$ cat src/rtl/cache_miss_handler_if.sv
// Memory-side bus between the miss handler and the arbiter CORE port.
interface cache_miss_handler_if #(
   parameter int DATA_WIDTH         = 32,
   parameter int CORE_ADDRESS_WIDTH = 21
);
   logic                          o_MEM_Valid;
   logic                          o_MEM_Read_Write_n;
   logic [CORE_ADDRESS_WIDTH-1:0] o_MEM_Address;
   logic [DATA_WIDTH-1:0]         o_MEM_Data;
   logic                          i_MEM_Valid;
   logic                          i_MEM_Data_Read;
   logic                          i_MEM_Last;
   logic [DATA_WIDTH-1:0]         i_MEM_Data;

   modport master (
      output o_MEM_Valid, o_MEM_Read_Write_n, o_MEM_Address, o_MEM_Data,
      input  i_MEM_Valid, i_MEM_Data_Read, i_MEM_Last, i_MEM_Data
   );

   modport slave (
      input  o_MEM_Valid, o_MEM_Read_Write_n, o_MEM_Address, o_MEM_Data,
      output i_MEM_Valid, i_MEM_Data_Read, i_MEM_Last, i_MEM_Data
   );
endinterface

$ cat src/rtl/cache_miss_handler.sv
// Line-miss engine: optional dirty-victim write burst, then line fill read burst.
//   state     | meaning
//   IDLE      | waiting for a miss
//   WRITEBACK | write burst of victim line
//   GAP       | one idle cycle between bursts
//   FILL      | read burst, words streamed into line RAM
//   DONE      | one-cycle completion pulse
module cache_miss_handler #(
   parameter int DATA_WIDTH         = 32,
   parameter int CORE_ADDRESS_WIDTH = 21,
   parameter int OFFSET_WIDTH       = 2
) (
   input  logic                                 i_Clk,
   input  logic                                 i_Reset_n,
   input  logic                                 i_Miss_Valid,
   input  logic [CORE_ADDRESS_WIDTH-OFFSET_WIDTH-1:0] i_Miss_Line_Address,
   input  logic                                 i_Victim_Dirty,
   input  logic [CORE_ADDRESS_WIDTH-OFFSET_WIDTH-1:0] i_Victim_Line_Address,
   output logic [OFFSET_WIDTH-1:0]              o_Victim_Read_Index,
   input  logic [DATA_WIDTH-1:0]                i_Victim_Data,
   output logic                                 o_Fill_Valid,
   output logic [OFFSET_WIDTH-1:0]              o_Fill_Index,
   output logic [DATA_WIDTH-1:0]                o_Fill_Data,
   output logic                                 o_Busy,
   output logic                                 o_Done,
   output logic                                 o_Burst_Error,
   cache_miss_handler_if.master                 mem
);
   localparam int LINE_AW = CORE_ADDRESS_WIDTH - OFFSET_WIDTH;
   localparam logic [OFFSET_WIDTH:0] LINE_BEATS = (OFFSET_WIDTH+1)'(2**OFFSET_WIDTH);
   localparam logic [OFFSET_WIDTH:0] BEATS_SAT  = LINE_BEATS + (OFFSET_WIDTH+1)'(1);

   typedef enum logic [2:0] {IDLE, WRITEBACK, GAP, FILL, DONE} state_t;

   state_t                  state_q, state_d;
   logic [OFFSET_WIDTH-1:0] cnt_q, cnt_d;
   logic [OFFSET_WIDTH:0]   beats_q, beats_d;
   logic [OFFSET_WIDTH:0]   beats_inc, beats_after;
   logic [LINE_AW-1:0]      miss_line_q, miss_line_d;
   logic [LINE_AW-1:0]      victim_line_q, victim_line_d;
   logic                    fill_valid_q, fill_valid_d;
   logic [OFFSET_WIDTH-1:0] fill_index_q, fill_index_d;
   logic [DATA_WIDTH-1:0]   fill_data_q, fill_data_d;
   logic                    err_q, err_d;

   always_ff @(posedge i_Clk or negedge i_Reset_n) begin
      if (!i_Reset_n) begin
         state_q       <= IDLE;
         cnt_q         <= '0;
         beats_q       <= '0;
         miss_line_q   <= '0;
         victim_line_q <= '0;
         fill_valid_q  <= 1'b0;
         fill_index_q  <= '0;
         fill_data_q   <= '0;
         err_q         <= 1'b0;
      end else begin
         state_q       <= state_d;
         cnt_q         <= cnt_d;
         beats_q       <= beats_d;
         miss_line_q   <= miss_line_d;
         victim_line_q <= victim_line_d;
         fill_valid_q  <= fill_valid_d;
         fill_index_q  <= fill_index_d;
         fill_data_q   <= fill_data_d;
         err_q         <= err_d;
      end
   end

   // beats_q saturates past LINE_WORDS so repeated wraps of cnt still flag an error
   assign beats_inc = (beats_q == BEATS_SAT) ? beats_q : beats_q + (OFFSET_WIDTH+1)'(1);

   always_comb begin
      state_d                = state_q;
      cnt_d                  = cnt_q;
      beats_d                = beats_q;
      beats_after            = beats_q;
      miss_line_d            = miss_line_q;
      victim_line_d          = victim_line_q;
      fill_valid_d           = 1'b0;
      fill_index_d           = fill_index_q;
      fill_data_d            = fill_data_q;
      err_d                  = err_q;
      mem.o_MEM_Valid        = 1'b0;
      mem.o_MEM_Read_Write_n = 1'b1;
      mem.o_MEM_Address      = '0;
      mem.o_MEM_Data         = '0;
      o_Victim_Read_Index    = '0;

      case (state_q)
         IDLE: begin
            if (i_Miss_Valid) begin
               miss_line_d   = i_Miss_Line_Address;
               victim_line_d = i_Victim_Line_Address;
               cnt_d         = '0;
               beats_d       = '0;
               state_d       = i_Victim_Dirty ? WRITEBACK : FILL;
            end
         end
         WRITEBACK: begin
            mem.o_MEM_Valid        = 1'b1;
            mem.o_MEM_Read_Write_n = 1'b0;
            mem.o_MEM_Address      = {victim_line_q, {OFFSET_WIDTH{1'b0}}};
            mem.o_MEM_Data         = i_Victim_Data;
            o_Victim_Read_Index    = cnt_q;
            if (mem.i_MEM_Data_Read) begin
               cnt_d       = cnt_q + OFFSET_WIDTH'(1);
               beats_after = beats_inc;
               beats_d     = beats_inc;
            end
            if (mem.i_MEM_Last) begin
               if (beats_after != LINE_BEATS) err_d = 1'b1;
               cnt_d   = '0;
               beats_d = '0;
               state_d = GAP;
            end
         end
         GAP: state_d = FILL;
         FILL: begin
            mem.o_MEM_Valid        = 1'b1;
            mem.o_MEM_Read_Write_n = 1'b1;
            mem.o_MEM_Address      = {miss_line_q, {OFFSET_WIDTH{1'b0}}};
            if (mem.i_MEM_Valid) begin
               fill_valid_d = 1'b1;
               fill_index_d = cnt_q;
               fill_data_d  = mem.i_MEM_Data;
               cnt_d        = cnt_q + OFFSET_WIDTH'(1);
               beats_after  = beats_inc;
               beats_d      = beats_inc;
            end
            if (mem.i_MEM_Last) begin
               if (beats_after != LINE_BEATS) err_d = 1'b1;
               state_d = DONE;
            end
         end
         DONE: state_d = IDLE;
         default: state_d = IDLE;
      endcase
   end

   assign o_Fill_Valid  = fill_valid_q;
   assign o_Fill_Index  = fill_index_q;
   assign o_Fill_Data   = fill_data_q;
   assign o_Busy        = (state_q != IDLE);
   assign o_Done        = (state_q == DONE);
   assign o_Burst_Error = err_q;
endmodule

$ cat src/flat_wrapper.sv
// flat-port wrapper written by rule: the top's interface ports become plain ports
module cache_miss_handler_flat 
#(
   parameter int DATA_WIDTH         = 32,
   parameter int CORE_ADDRESS_WIDTH = 21,
   parameter int OFFSET_WIDTH       = 2
)
  (i_Clk, i_Reset_n, i_Miss_Valid, i_Miss_Line_Address, i_Victim_Dirty, i_Victim_Line_Address, o_Victim_Read_Index, i_Victim_Data, o_Fill_Valid, o_Fill_Index, o_Fill_Data, o_Busy, o_Done, o_Burst_Error, mem_o_MEM_Valid, mem_o_MEM_Read_Write_n, mem_o_MEM_Address, mem_o_MEM_Data, mem_i_MEM_Valid, mem_i_MEM_Data_Read, mem_i_MEM_Last, mem_i_MEM_Data);
  cache_miss_handler_if #(.DATA_WIDTH(DATA_WIDTH), .CORE_ADDRESS_WIDTH(CORE_ADDRESS_WIDTH)) mem_i ();
  input  logic i_Clk;
  input  logic i_Reset_n;
  input  logic i_Miss_Valid;
  input  logic [CORE_ADDRESS_WIDTH-OFFSET_WIDTH-1:0] i_Miss_Line_Address;
  input  logic i_Victim_Dirty;
  input  logic [CORE_ADDRESS_WIDTH-OFFSET_WIDTH-1:0] i_Victim_Line_Address;
  output logic [OFFSET_WIDTH-1:0] o_Victim_Read_Index;
  input  logic [DATA_WIDTH-1:0] i_Victim_Data;
  output logic o_Fill_Valid;
  output logic [OFFSET_WIDTH-1:0] o_Fill_Index;
  output logic [DATA_WIDTH-1:0] o_Fill_Data;
  output logic o_Busy;
  output logic o_Done;
  output logic o_Burst_Error;
  output wire logic [$bits(mem_i.o_MEM_Valid)-1:0] mem_o_MEM_Valid;
  output wire logic [$bits(mem_i.o_MEM_Read_Write_n)-1:0] mem_o_MEM_Read_Write_n;
  output wire logic [$bits(mem_i.o_MEM_Address)-1:0] mem_o_MEM_Address;
  output wire logic [$bits(mem_i.o_MEM_Data)-1:0] mem_o_MEM_Data;
  input wire logic [$bits(mem_i.i_MEM_Valid)-1:0] mem_i_MEM_Valid;
  input wire logic [$bits(mem_i.i_MEM_Data_Read)-1:0] mem_i_MEM_Data_Read;
  input wire logic [$bits(mem_i.i_MEM_Last)-1:0] mem_i_MEM_Last;
  input wire logic [$bits(mem_i.i_MEM_Data)-1:0] mem_i_MEM_Data;
  assign mem_o_MEM_Valid = mem_i.o_MEM_Valid;
  assign mem_o_MEM_Read_Write_n = mem_i.o_MEM_Read_Write_n;
  assign mem_o_MEM_Address = mem_i.o_MEM_Address;
  assign mem_o_MEM_Data = mem_i.o_MEM_Data;
  assign mem_i.i_MEM_Valid = mem_i_MEM_Valid;
  assign mem_i.i_MEM_Data_Read = mem_i_MEM_Data_Read;
  assign mem_i.i_MEM_Last = mem_i_MEM_Last;
  assign mem_i.i_MEM_Data = mem_i_MEM_Data;
  cache_miss_handler #(.DATA_WIDTH(DATA_WIDTH), .CORE_ADDRESS_WIDTH(CORE_ADDRESS_WIDTH), .OFFSET_WIDTH(OFFSET_WIDTH)) u_core (.i_Clk(i_Clk), .i_Reset_n(i_Reset_n), .i_Miss_Valid(i_Miss_Valid), .i_Miss_Line_Address(i_Miss_Line_Address), .i_Victim_Dirty(i_Victim_Dirty), .i_Victim_Line_Address(i_Victim_Line_Address), .o_Victim_Read_Index(o_Victim_Read_Index), .i_Victim_Data(i_Victim_Data), .o_Fill_Valid(o_Fill_Valid), .o_Fill_Index(o_Fill_Index), .o_Fill_Data(o_Fill_Data), .o_Busy(o_Busy), .o_Done(o_Done), .o_Burst_Error(o_Burst_Error), .mem(mem_i));
endmodule
$ cat config.mk
export PLATFORM = sky130hd
export DESIGN_NAME = cache_miss_handler_flat
export DESIGN_NICKNAME = d
export VERILOG_FILES = /design/src/rtl/cache_miss_handler_if.sv /design/src/rtl/cache_miss_handler.sv /design/src/flat_wrapper.sv
export SDC_FILE = /design/constraint.sdc
export NUM_CORES = 1
export LEC_CHECK = 0
export BUFFER_PORTS_ARGS = -buffer_cell sky130_fd_sc_hd__buf_4
export CAP_MARGIN = 20
export CORE_AREA = 2 2 92 94
export CTS_BUF_LIST = sky130_fd_sc_hd__clkbuf_4
export CTS_CLUSTER_SIZE = 30
export DETAILED_ROUTE_END_ITERATION = 8
export DIE_AREA = 0 0 94 96
export PLACE_DENSITY = 0.87
export SYNTH_ARGS = -nofsm -noshare
export SYNTH_HDL_FRONTEND = slang
export SYNTH_SLANG_ARGS = --single-unit
$ cat constraint.sdc
create_clock -name i_Clk -period 2.9 [get_ports i_Clk]
set_clock_uncertainty 0.15 [all_clocks]
set_input_delay 0.29 -clock i_Clk [delete_from_list [all_inputs] [get_ports i_Clk]]
set_output_delay 0.29 -clock i_Clk [all_outputs]
set_load 0.01 [all_outputs]
### Word level (Yosys, flattened, before mapping)

Cells that the tools add are included.

* bits in registers: 82
* output and inout bits: 95
* word-level logic and storage cells: 66

* $add $sub $neg: 2
* equal/unequal tests: 14
* mux-type cells: 30
* reductions and logical operators: 11

Operator list (count)
* one-hot mux 21 bit (2 select lines): 1
* two-way mux 32 bit: 1
* two-way mux 3 bit: 10
* two-way mux 2 bit: 6
* one-hot mux 3 bit (4 select lines): 1
* inequality test 3 bit (second input constant): 3
* one-hot mux 3 bit (3 select lines): 1
* two-way mux 1 bit: 8
* inequality test 2 bit (second input constant): 4
* == test 3 x 2 -> 1 bit (second input constant): 2
* == test 3 bit (second input constant): 2
* one-hot mux 2 bit (3 select lines): 1
* AND reduction 2 bit: 3
* nonzero test 3 bit: 2
* AND reduction 5 bit: 1
* inequality test 2 x 1 -> 1 bit (second input constant): 2
* AND reduction 4 bit: 1
* adder 3 x 1 -> 3 bit (second input constant): 1
* == test 3 x 1 -> 1 bit (second input constant): 1
* zero test 3 bit: 1
* AND reduction 3 bit: 1
* adder 2 x 1 -> 2 bit (second input constant): 1
* one-hot mux 1 bit (2 select lines): 1
* nonzero test 2 bit: 1
* OR reduction 2 bit: 1

### Longest topological paths before layout

Gate-level depths: netlist of run 1.

* depth in word-level cells: 8
* depth in mapped cells: 6
* depth with buffers taken out: 6

### Least setup slack after synthesis of run 1

OpenSTA, ideal clock, no wires.

* path type: flip-flop to flip-flop
* from: register u_core.state_q[0]
* to: register u_core.miss_line_q[0]
* library setup time: 0.125 ns
* data arrival time: 1.531 ns
* data required time: 2.625 ns
* slack: 1.094 ns
* cell stages (with the launch flop): 7
* buffers on the path: 3
* period minus slack after synthesis: 1.806 ns
* cell sequence: dfrtp_1 -> buf_6 -> or3_4 -> nor2_4 -> buf_6 -> buf_12 -> mux2_4

* word-level cells in the longest chain between the ends: 2

RTL lines
* from (decl): line cache_miss_handler.sv:35 `state_t state_q, state_d;`
* from (signal assigned): line cache_miss_handler.sv:58 `state_q <= state_d;`
* zero test 3 bit: line cache_miss_handler.sv:90 `case (state_q)`
* AND reduction 2 bit (no line)
* to (signal assigned): line cache_miss_handler.sv:61 `miss_line_q <= miss_line_d;`
* to (decl): line cache_miss_handler.sv:39 `logic [LINE_AW-1:0] miss_line_q, miss_line_d;`

Every way passes these cells.
A chain may end at the register's enable or synchronous reset.

### Worst setup path after layout of run 1

* from: register u_core.state_q[0]
* to: register u_core.fill_data_q[13], in the netlist u_core.o_Fill_Data[13]

* word-level cells in the longest chain between the ends: 2

RTL lines
* == test 3 x 2 -> 1 bit: line cache_miss_handler.sv:90
* AND reduction 2 bit (no line)
* to (signal assigned): line cache_miss_handler.sv:65 `fill_data_q <= fill_data_d;`
* to (decl): line cache_miss_handler.sv:43 `logic [DATA_WIDTH-1:0] fill_data_q, fill_data_d;`

Every way passes these cells.

==> summary.md, run 1 <==
On the final layout, the worst hold slack is 0.0553 ns. Average routed wire per standard cell: 17.9 um. Global routing consumed, on the met2 layer, 49.5% of the routing resources. The floorplan row count was 33; the total placed cells including tap cells was 603. On the worst path, the slowest cell contributes a delay of 0.68 ns.

For the peak supply drop, the log shows 0.000578 V. Global routing used 26.2% of the available tracks across all layers. Path class of the lowest-slack min-delay path: in2async. Measured along the y axis, the die boundary spans 96 um. The run gives 0 as the count of warnings emitted by yosys. The first-pass GRT wire length was 18.0 mm. The final critical path takes up 87.6% of the cycle. The tools report the hold violation total from the final report as 0. After technology mapping, the gate count stands at 314. The worst-margin pin slew was 0.880 ns. Clock tree synthesis found a total of 82 sinks.

The number of antenna violations at the first check in global routing was 0. The number of failing setup endpoints in the final timing report came out at 0. The met1 track utilization from global routing was 27.4%; the number of buffer and inverter stages on the critical path was 1. The static leakage power came out at 3.18 nW. The run gives 4 as the number of iterations in the first detailed-routing pass. The run gives 83 as the maximum number of pins on one net before global-route repair. The detail-routed via count per cell works out to 5.13.

Setup repair after global routing left no endpoint under its margin. After synthesis, the share of flip-flops with an asynchronous set or reset is 100%. The final setup TNS was 0 ns; the clock-pin slew on the worst setup and hold paths was 0.14 ns. The remaining global-route overflow came out at 0.

The library cell used most frequently in the layout, excluding fill and tap cells, is buf_4. For this run, the top clock speed supported by timing is 0.394 GHz. The most used routing layer was met2. Count of state elements after synthesis: 82. The worst setup path is captured at a register. For the core region area, the log shows 8050 um^2. The insertion delay to the later sink of the worst-skew pair was 0.41 ns. The required arrival time at the worst endpoint came out at 3.05 ns. The worst endpoint data arrival time came out at 2.69 ns. Relative to the synthesized area, the layout overhead comes to 61.4%.

The synthesized design devotes to its leading area cell type 51.3% of total area. The share of the Yosys chip area taken by registers is 51.3%. The global routing met3 resource utilization came out at 6.34%. The routed design could run at a clock period as short as 2.54 ns. The critical path class is reg2reg.

For the max-cap check violation count, the log shows 0. The tools report the overall power consumption as 6.20 mW. Wires add up to 12.4 mm. The dominant synthesized flop cell was dfrtp_1. For the count of nets after finishing, the log shows 695.

The residual DRC count was 0; the number of buffers inserted to repair setup after CTS was 0. Buffers inserted during clock tree synthesis total 9. The finished layout holds 693 standard cells, fillers aside.

The cell type with the highest aggregate area in the netlist was dfrtp_1. The antenna diode count is 0, and the number of instances resized during post-cts repair is 0. The H-tree was split into 3 levels. For the initial core utilization, the log shows 49.7%.

The tools report the overall via count from detail_route as 3555. The slowest stage of the critical path belongs to the cell nand3_2. The die width is 94 um. The post-synthesis area per instance came out at 12.7 um^2. The run finished with clean final reports. In this run the deepest clock path goes through 2 buffers.

Number of max-slew violations in the final report: 0. Counting distinct cell types in the post-synthesis netlist gives 43. TritonCTS built the clock tree.

In this run the clock root is driven by a clkbuf_4. The tools report the via count of the first global-routing pass as 3680. The final weighted congestion of routability-driven global placement came out at 0.874.

By area the synthesized netlist is led by dfrtp_1 51%, mux2_2 15%, mux2_4 7.5%. The library cells used most frequently in the layout, excluding fill and tap cells, are 204 x buf_4, 82 x dfrtp_1, 74 x dlygate4sd3_1. Power spread over the standard cell area amounts to 960 nW/um^2.

At the placement stage, the worst setup path has a slack of 0.403 ns. Number of buffers inserted by port buffering: 201. For the tightest slew margin relative to the limit, the log shows 41.2%. Yosys mapped a number of flops with a built-in enable equal to 0. Buffers inserted to repair hold after CTS numbered 74.

The detailed router finished its first iteration with 183 violations. The family with the most delay on the worst path is simple AND/OR/NAND/NOR gates. The area of the die was 9020 um^2. Traced cell by cell, the critical path runs through nand2b_4, inv_2, nand3_2, mux2_2. The total of fill cells in the finished design was 439; the summed instance area of the synthesized netlist was 4000 um^2. The post-detailed-placement half-perimeter wirelength is 7.43 mm. Pin placement for this block handled 204 I/O pins. The ratio of cells with drive above 1 in the final layout works out to 50.9%. The worst setup path is launched from a register.

In this run the worst path has a maximum fanout of 35. The detail route stage leaves a number of antenna-violating nets equal to 0. Setup slack after layout: 0.361 ns.
## power by group
group / internal (mW) / total, mW / switching (mW)
sequential: 1.71 / 2.13 / 0.423
combinational: 1.86 / 3.31 / 1.45
clock: 0.349 / 0.762 / 0.413
## logic make-up after synthesis
logic type	Yosys count	share of synthesized area, %
AND/OR/NAND/NOR	83	12.0
buffers and inverters	29	4.50
multiplexers	93	27.5
AO/OA/AOI/OAI	24	4.00
flip-flops	82	51.3
other	1	0.0937
adder cells (fa/ha/maj)	2	0.625
## per-stage QoR
stage          area (um^2)  utilization, %
2_1_floorplan         4010               -
3_3_place_gp          5530            68.7
3_5_place_dp          5530            68.7
4_1_cts               6430            79.9
5_1_grt               6460            80.2
6_report              6460            80.2
## area by class of cell
| type | count | area [um^2] | share of cell area, % |
|---|---|---|---|
| multi-input combinational | 204 | 1770 | 27.4 |
| inverter | 7 | 26.3 | 0.407 |
| clock inverter | 6 | 90.1 | 1.39 |
| timing repair buffer | 280 | 2320 | 35.9 |
| sequential | 82 | 2050 | 31.8 |
| clock buffer | 9 | 67.6 | 1.05 |
| tap | 105 | 131 | 2.03 |
## flip-flops by register name, summed over array words and instances, names as in the netlist
register,flops
u_core.o_Fill_Data,32
u_core.miss_line_q,19
u_core.victim_line_q,19
u_core.beats_q,3
u_core.state_q,3
u_core.cnt_q,2
u_core.o_Fill_Index,2
u_core.o_Burst_Error,1
u_core.o_Fill_Valid,1
## worst reg2reg max path, cell delays in order, from the launching register on
cell	delay, ns
dfrtp_1	0.57
nand2b_4	0.26
inv_2	0.18
nand3_2	0.69
mux2_2	0.58
## cells in the mapped netlist (all sizes together) (2+ instances only)
| cell | n |
|---|---|
| a211oi | 2 |
| a31oi | 3 |
| buf | 17 |
| nand2 | 3 |
| nor2 | 25 |
| nor3 | 5 |
| inv | 7 |
| ha | 2 |
| o21ai | 5 |
| mux2 | 74 |
| clkbuf | 5 |
| and3 | 2 |
| mux2i | 19 |
| nor2b | 2 |
| dfrtp | 82 |
| nand4b | 3 |
| nand3 | 2 |
| and2 | 35 |
| a211o | 2 |
| a21oi | 5 |
| nor3b | 2 |
## worst paths after layout
check / from / end / slack, ns / cells after the start
setup / recovery: u_core.state_q[0] / u_core.o_Fill_Data[13] / 0.36 / 4
setup reg to reg: u_core.state_q[0] / u_core.o_Fill_Data[13] / 0.36 / 4
hold reg to reg: u_core.miss_line_q[17] / u_core.miss_line_q[17] / 0.37 / 1
hold / removal: i_Reset_n / u_core.victim_line_q[18] / 0.06 / 2
max in group asynchronous: i_Reset_n / u_core.victim_line_q[4] / 1.97 / 3
min in group i_Clk: mem_i_MEM_Data_Read / u_core.beats_q[2] / 0.10 / 3
## per-layer routing
layer / vias up / wire (um) / part of all wire (%)
met5: - / 0 / 0
met4: 0 / 442 / 3.6
met3: 36 / 947 / 7.6
met2: 194 / 6870 / 55
met1: 1709 / 4130 / 33
li1: 1616 / - / -
No activity file was read; power rests on OpenSTA's default activity.
==> inputs of run 2 (changes only) <==
Settings changed: MAX_ROUTING_LAYER set to met4.
==> run 2 against run 1 <==
  * Routed wire length is essentially flat
  * Die area unchanged
  * Sequential power about the same
  * Worst hold slack gained 0.0014 ns
  * Largest cell class unchanged
  * Largest power group unchanged
==> summary.md, run 2 (same netlist as run 1, synthesis figures left out) <==
Via count of the first global-routing pass: 3686 (+0.16%). The average routed wire per standard cell was 17.9 um (about the same). The ratio of cells with drive above 1 in the final layout is 50.9% (unchanged), and the worst-case clock buffer depth is 2 (unchanged). The first-iteration detailed-routing DRC count was 178 (-2.7%). The logs give 82 (unchanged) for the total number of clock tree sinks and 5 (+1) for the number of iterations in the first detailed-routing pass. The flow ran to the end, and the final reports show no timing, DRC or antenna violations. Leaving out fill and tap cells, the most frequent cell in the layout is buf_4. The tools report the insertion delay to the later sink of the worst-skew pair as 0.40 ns (about the same).

For the number of failing setup endpoints in the final timing report, the log shows 0 (unchanged). For the register-to-register setup slack, the log shows 0.36 ns (about the same). The tools report the depth of the CTS H-tree as 3 (unchanged). The remaining global-route overflow is 0 (unchanged). The required arrival time at the worst endpoint came out at 3.07 ns (+0.02 ns).

The flip-flop count of the largest register, all copies and words added was 32 (unchanged); the residual DRC count was 0 (unchanged). The share of the clock period used by the worst path works out to 87.5% (about the same). Count of nets left with antenna violations after detail routing: 0 (unchanged). For the hold violation total from the final report, the log shows 0 (unchanged).

The y dimension of the die works out to 96 um (unchanged). For the core region area, the log shows 8050 um^2 (unchanged). The minimum clock period came out at 2.54 ns (-0.00174 ns). The highest net fanout along the worst path was 35 (unchanged).

The worst-margin pin slew was 0.874 ns (-0.00654 ns). TritonCTS built the clock tree. Maximum number of pins on one net before global-route repair: 83 (unchanged). The clock-pin slew on the worst setup and hold paths was 0.14 ns (about the same).

The tightest min-delay check is of the in2async type. Count of nets after finishing: 695 (unchanged). The logic depth of the worst register-to-register path was 4 (unchanged). The detail-routed via count per cell is 5.12 (-0.20%). For the overall routing resource usage, the log shows 26.9% (+0.73 points). The tools report the tightest slew margin relative to the limit as 41.7% (+0.44 points). The worst setup path is launched from a register. Area of the die: 9020 um^2 (unchanged).

Setup repair after global routing left no endpoint under its margin. The top cell types in the final layout, fill and taps aside, are 204 x buf_4, 82 x dfrtp_1, 74 x dlygate4sd3_1. The number of clock buffers inserted by TritonCTS is 9 (unchanged).

For the floorplan row count, the log shows 33 (unchanged). The tools report the initial core utilization as 49.7% (unchanged). The run gives 0 (unchanged) as the max-cap check violation count.

Number of buffers inserted by port buffering: 201 (unchanged). The critical path is of the reg2reg type. The startpoint identified for the worst register-to-register timing path is u_core.state_q[0]. The worst endpoint data arrival time was 2.71 ns (+0.02 ns); the number of max-slew violations in the final report was 0 (unchanged). The logs give 0 (unchanged) for the antenna diode count and 0 (unchanged) for the number of instances resized during post-cts repair.

The detailed-route wire length was 12.4 mm (about the same). For the static leakage power, the log shows 3.18 nW (unchanged). The tools report the kind of end point of the critical path as a register. The post-detailed-placement half-perimeter wirelength is 7.43 mm (unchanged), and the overall power consumption is 6.20 mW (about the same). The logs give 18.0 mm (-0.19%) for the first-pass GRT wire length and 204 (unchanged) for the top-level port count. The highest clock rate was 0.394 GHz (about the same). The number of antenna violations at the first check in global routing was 0 (unchanged); the final setup TNS was 0 ns (unchanged).

The final weighted congestion of routability-driven global placement was 0.889 (+1.6%). The area overhead of the layout relative to synthesis was 61.4% (unchanged); the overall via count from detail_route was 3548 (-0.20%). The die width was 94 um (unchanged). The areal power density over the cells is 959 nW/um^2 (about the same). The endpoint identified for the worst register-to-register timing path is u_core.o_Fill_Data[30]. The cell sitting at the root of the clock tree is a clkbuf_4. The tools report the peak supply drop as 0.000576 V (-0.24%).
## run 2: cell counts in the layout (fill, tap and decap cells not counted)
No cell type changed its count.
## run 2: worst max path at each step
stage / to / startpoint
floorplan: u_core.miss_line_q[0] / u_core.state_q[0]
global placement: u_core.o_Fill_Data[30] / u_core.state_q[0]
detailed placement: u_core.o_Fill_Data[30] / u_core.state_q[0]
CTS: u_core.o_Fill_Data[30] / u_core.state_q[0]
global route: u_core.o_Fill_Data[30] / u_core.state_q[0]
finish: u_core.o_Fill_Data[30] / u_core.state_q[0]
## run 2: final cells by class
type | instances | area [um^2]
Tap cell | 105 | 131
Clock inverter | 6 | 90.1
Multi-Input combinational cell | 204 | 1770
Sequential cell | 82 | 2050
Timing Repair Buffer | 280 | 2320
Clock buffer | 9 | 67.6
Inverter | 7 | 26.3
Fill cell | 439 | 1590
## run 2: through the flow
step / area (um^2) / instances / hold WS (ns) / setup slack (ns) / utilization (%)
6_report: 6460 / 693 / 0.0567 / 0.362 / 80.2
5_1_grt: 6460 / 693 / 0.0550 / 0.202 / 80.2
4_1_cts: 6430 / 692 / 0.0960 / 0.396 / 79.9
3_5_place_dp: 5530 / 603 / 0.343 / 0.403 / 68.7
3_3_place_gp: 5530 / 603 / 0.329 / 0.504 / 68.7
2_1_floorplan: 4010 / 315 / -0.156 / 1.09 / -
## run 2: worst max-delay path: stages, from the launching register on
cell      delay, ns
dfrtp_1        0.58
nand2b_4       0.25
inv_2          0.18
nand3_2        0.68
mux2_1         0.59
## run 2: repair_timing
item | in CTS | in global routing
buffers inserted | 0 | 0
hold buffers | 74 | 0
endpoints found under the hold margin | 154 | 0
## run 2: where the power goes
part / switching [mW] / internal (mW) / leakage, nW / total (mW)
registers: 0.426 / 1.71 / 0.980 / 2.13
clock network: 0.409 / 0.349 / 0.0840 / 0.757
logic: 1.44 / 1.86 / 2.11 / 3.31
## run 2: layer usage
layer | part of all wire, % | vias up | track usage (%)
met2 | 55 | 181 | 49.6
met3 | 7.1 | 40 | 5.87
met5 | 0 | - | -
met1 | 34 | 1709 | 27.6
li1 | - | 1618 | -
met4 | 3.6 | 0 | 12.0
==> inputs of run 3 (changes only) <==
Settings changed: CORE_AREA 2 2 92 94 to 2 2 96 98, DIE_AREA 0 0 94 96 to 0 0 98 100, PLACE_DENSITY 0.87 to 0.8.
Clock period 2.9 ns to 2.35 ns, I/O delays scaled along.
==> run 3 against run 2 <==
  * Clock power rose by 25%
  * Non-clock buffer count grew 2
  * Utilization decreased by 7.2 points
  * Power rose by 23%
  * Die area up 8.6%
  * Via count down 1.3%
  * Worst setup slack got worse by 0.20 ns
  * Routed wire length down 4.1%
  * Clock-buffer cell count grew 1
  * Critical path type is now reg2out
==> summary.md, run 3 (same netlist as run 1, synthesis figures left out) <==
The run finished with clean final reports. STA classifies the critical path endpoint as a primary output. Average routed wire per standard cell: 16.9 um (-5.5%). The ratio of cells with drive above 1 in the final layout is 51.5% (+0.67 points), and the final setup TNS is 0 ns (unchanged). The static leakage power was 3.19 nW (+0.36%). The share of the clock period used by the worst path is 93.2%, and the placed standard-cell area is 5580 um^2 (+0.90%). For the amount of wire on met2 after detailed routing, the log shows 6.53 mm (-4.3%). The area of the die is 9800 um^2 (+8.6%). The worst slack at placement came out at 0.403 ns (-0.000400 ns). The count of nets after finishing is 698 (+0.43%). The overall power consumption was 7.62 mW (+23%); the depth of the CTS H-tree was 3 (unchanged). The area growth from synthesis to layout is 62.3%.

Based on the critical path, the design can be clocked at up to 0.456 GHz. The run gives 173 (-2.8%) as the first-iteration detailed-routing DRC count. For the maximum number of pins on one net before global-route repair, the log shows 52 (-37%). The number of iterations in the first detailed-routing pass is 4 (-1), and the floorplan row count is 35 (+6.1%). The number of buffers inserted by port buffering works out to 201 (unchanged). The run gives 0 (unchanged) as the antenna diode count.

The tools report the required arrival time at the worst endpoint as 1.97 ns (-1.10 ns). The via count of the first global-routing pass is 3609 (-2.1%), and the top-level port count is 204 (unchanged). The launching point of the worst reg2reg path was u_core.beats_q[0]. Capturing point of the worst reg2reg path: u_core.o_Burst_Error. For the total of fill cells in the finished design, the log shows 581 (+32%). Setup repair after global routing left no endpoint under its margin. The max-cap check violation count was 0 (unchanged); the detailed-route wire length was 11.9 mm (-4.1%).

The overall routing resource usage was 24.1% (-2.8 points); the worst-case clock buffer depth was 2 (unchanged). The setup slack after layout is 0.159 ns (-0.204 ns), and the clock-pin slew on the worst setup and hold paths is 0.13 ns (about the same). The routed metal-1 wire length came out at 4.33 mm (+2.2%). The area of all placed cells without fillers is 6490 um^2 (+0.52%), and the post-detailed-placement half-perimeter wirelength is 7.58 mm (+2.1%). Cell at the root of the clock tree: clkbuf_4. The run gives 0.906 (+1.9%) as the final weighted congestion of routability-driven global placement.

The tightest min-delay check is of the in2reg type. TritonCTS built the clock tree. Overall via count from detail_route: 3502 (-1.3%).

For the met3 wire length, the log shows 666 um (-24%). The number of failing setup endpoints in the final timing report is 0 (unchanged). The peak supply drop is 0.000645 V (+12%).

The total number of clock tree sinks is 82 (unchanged). The highest net fanout along the worst path was 35 (unchanged); the y dimension of the die was 100 um (+4.2%). The number of buffers inserted to repair setup after CTS is 0 (unchanged). The residual DRC count came out at 0 (unchanged). The first-pass GRT wire length is 18.0 mm (+0.15%). Leaving out fill and tap cells, the most frequent cell in the layout is buf_4.

STA classifies the critical path startpoint as a register. The insertion delay to the later sink of the worst-skew pair is 0.40 ns (about the same). The startpoint of the worst hold path is mem_i_MEM_Data_Read. The smallest clock period supported by the final layout is computed as 2.19 ns. The core region area is 8890 um^2 (+10%). Critical path class: reg2out.

The run gives 0 (unchanged) as the count of nets left with antenna violations after detail routing. The highest metal layer carrying signal wires in the routed design is met4. The tools report the remaining global-route overflow as 0 (unchanged). Leaving out fill and tap cells, the most frequent cells in the layout are 206 x buf_4, 81 x dfrtp_1, 73 x dlygate4sd3_1. The logic depth of the worst register-to-register path was 5 (+1); the worst endpoint data arrival time was 1.81 ns (-0.90 ns).

The logs give 45.0% (-4.7 points) for the initial core utilization and 0.35 ns (about the same) for the register-to-register setup slack. The run gives 0 (unchanged) as the number of max-slew violations in the final report. Hold violation total from the final report: 0 (unchanged). The path with the worst hold slack has its endpoint at u_core.beats_q[2].

The count of cells along the worst hold path is 3, and the number of antenna violations at the first check in global routing is 0 (unchanged). The number of clock buffers inserted by TritonCTS came out at 9 (unchanged). The detail-routed via count per cell was 4.98 (-2.7%); the die width was 98 um (+4.3%).

The flip-flop count of the largest register, all copies and words added is 32 (unchanged), and the areal power density over the cells is 1170 nW/um^2 (+22%).
[run 3: routing by layer]
layer / global-route usage, % / vias up
met5: - / -
met4: 10.1 / 0
met3: 3.48 / 28
met2: 44.4 / 171
met1: 26.0 / 1674
li1: - / 1629
[run 3: worst max-delay path by stage]
stage	startpoint	end	slack, ns	cells after the start
after global routing	u_core.state_q[2]	mem_o_MEM_Data[0]	0.01	5
after detailed placement	u_core.state_q[0]	u_core.victim_line_q[5]	0.40	4
after floorplan	u_core.state_q[0]	u_core.miss_line_q[0]	0.54	6
final	u_core.state_q[2]	mem_o_MEM_Data[15]	0.16	5
after CTS	u_core.state_q[2]	mem_o_MEM_Data[15]	0.04	5
after global placement	u_core.state_q[0]	u_core.victim_line_q[7]	0.43	4
[run 3: through the flow]
stage	hold slack [ns]	utilization, %	std cells
after detailed placement	0.0608	62.8	613
after global routing	0.0504	73.0	703
after global placement	0.0571	62.8	613
after CTS	0.0213	72.9	702
final	0.0448	73.0	703
after floorplan	-0.211	-	315
[run 3: what timing repair did]
action | 4_1_cts | 5_1_grt
endpoints found under the setup margin | 6 | 34
hold endpoints to repair | 116 | 0
hold buffers | 73 | 0
resized for setup | 1 | 1
pin swaps | 0 | 0
cloned | 0 | 1
[run 3: cell type report]
type                            instances  area (um^2)  area share [%]
Clock buffer                           10         75.1            1.16
Clock inverter                          6         90.1            1.39
Inverter                                7         26.3           0.405
Multi-Input combinational cell        205         1780            27.4
Sequential cell                        82         2050            31.6
Tap cell                              111          139            2.14
Timing Repair Buffer                  282         2330            35.9
[run 3: power by group]
part,switching [mW],internal (mW),leakage [nW],total [mW]
clock network,0.497,0.448,0.0822,0.945
registers,0.461,2.11,0.979,2.57
logic,1.78,2.33,2.13,4.11
total,2.74,4.88,3.19,7.62
[run 3: critical path, cell delays in order, from the launching register on]
cell	delay, ns
dfrtp_1	0.46
nand2b_4	0.26
nor2_1	0.16
buf_6	0.22
and2_1	0.18
buf_4	0.13
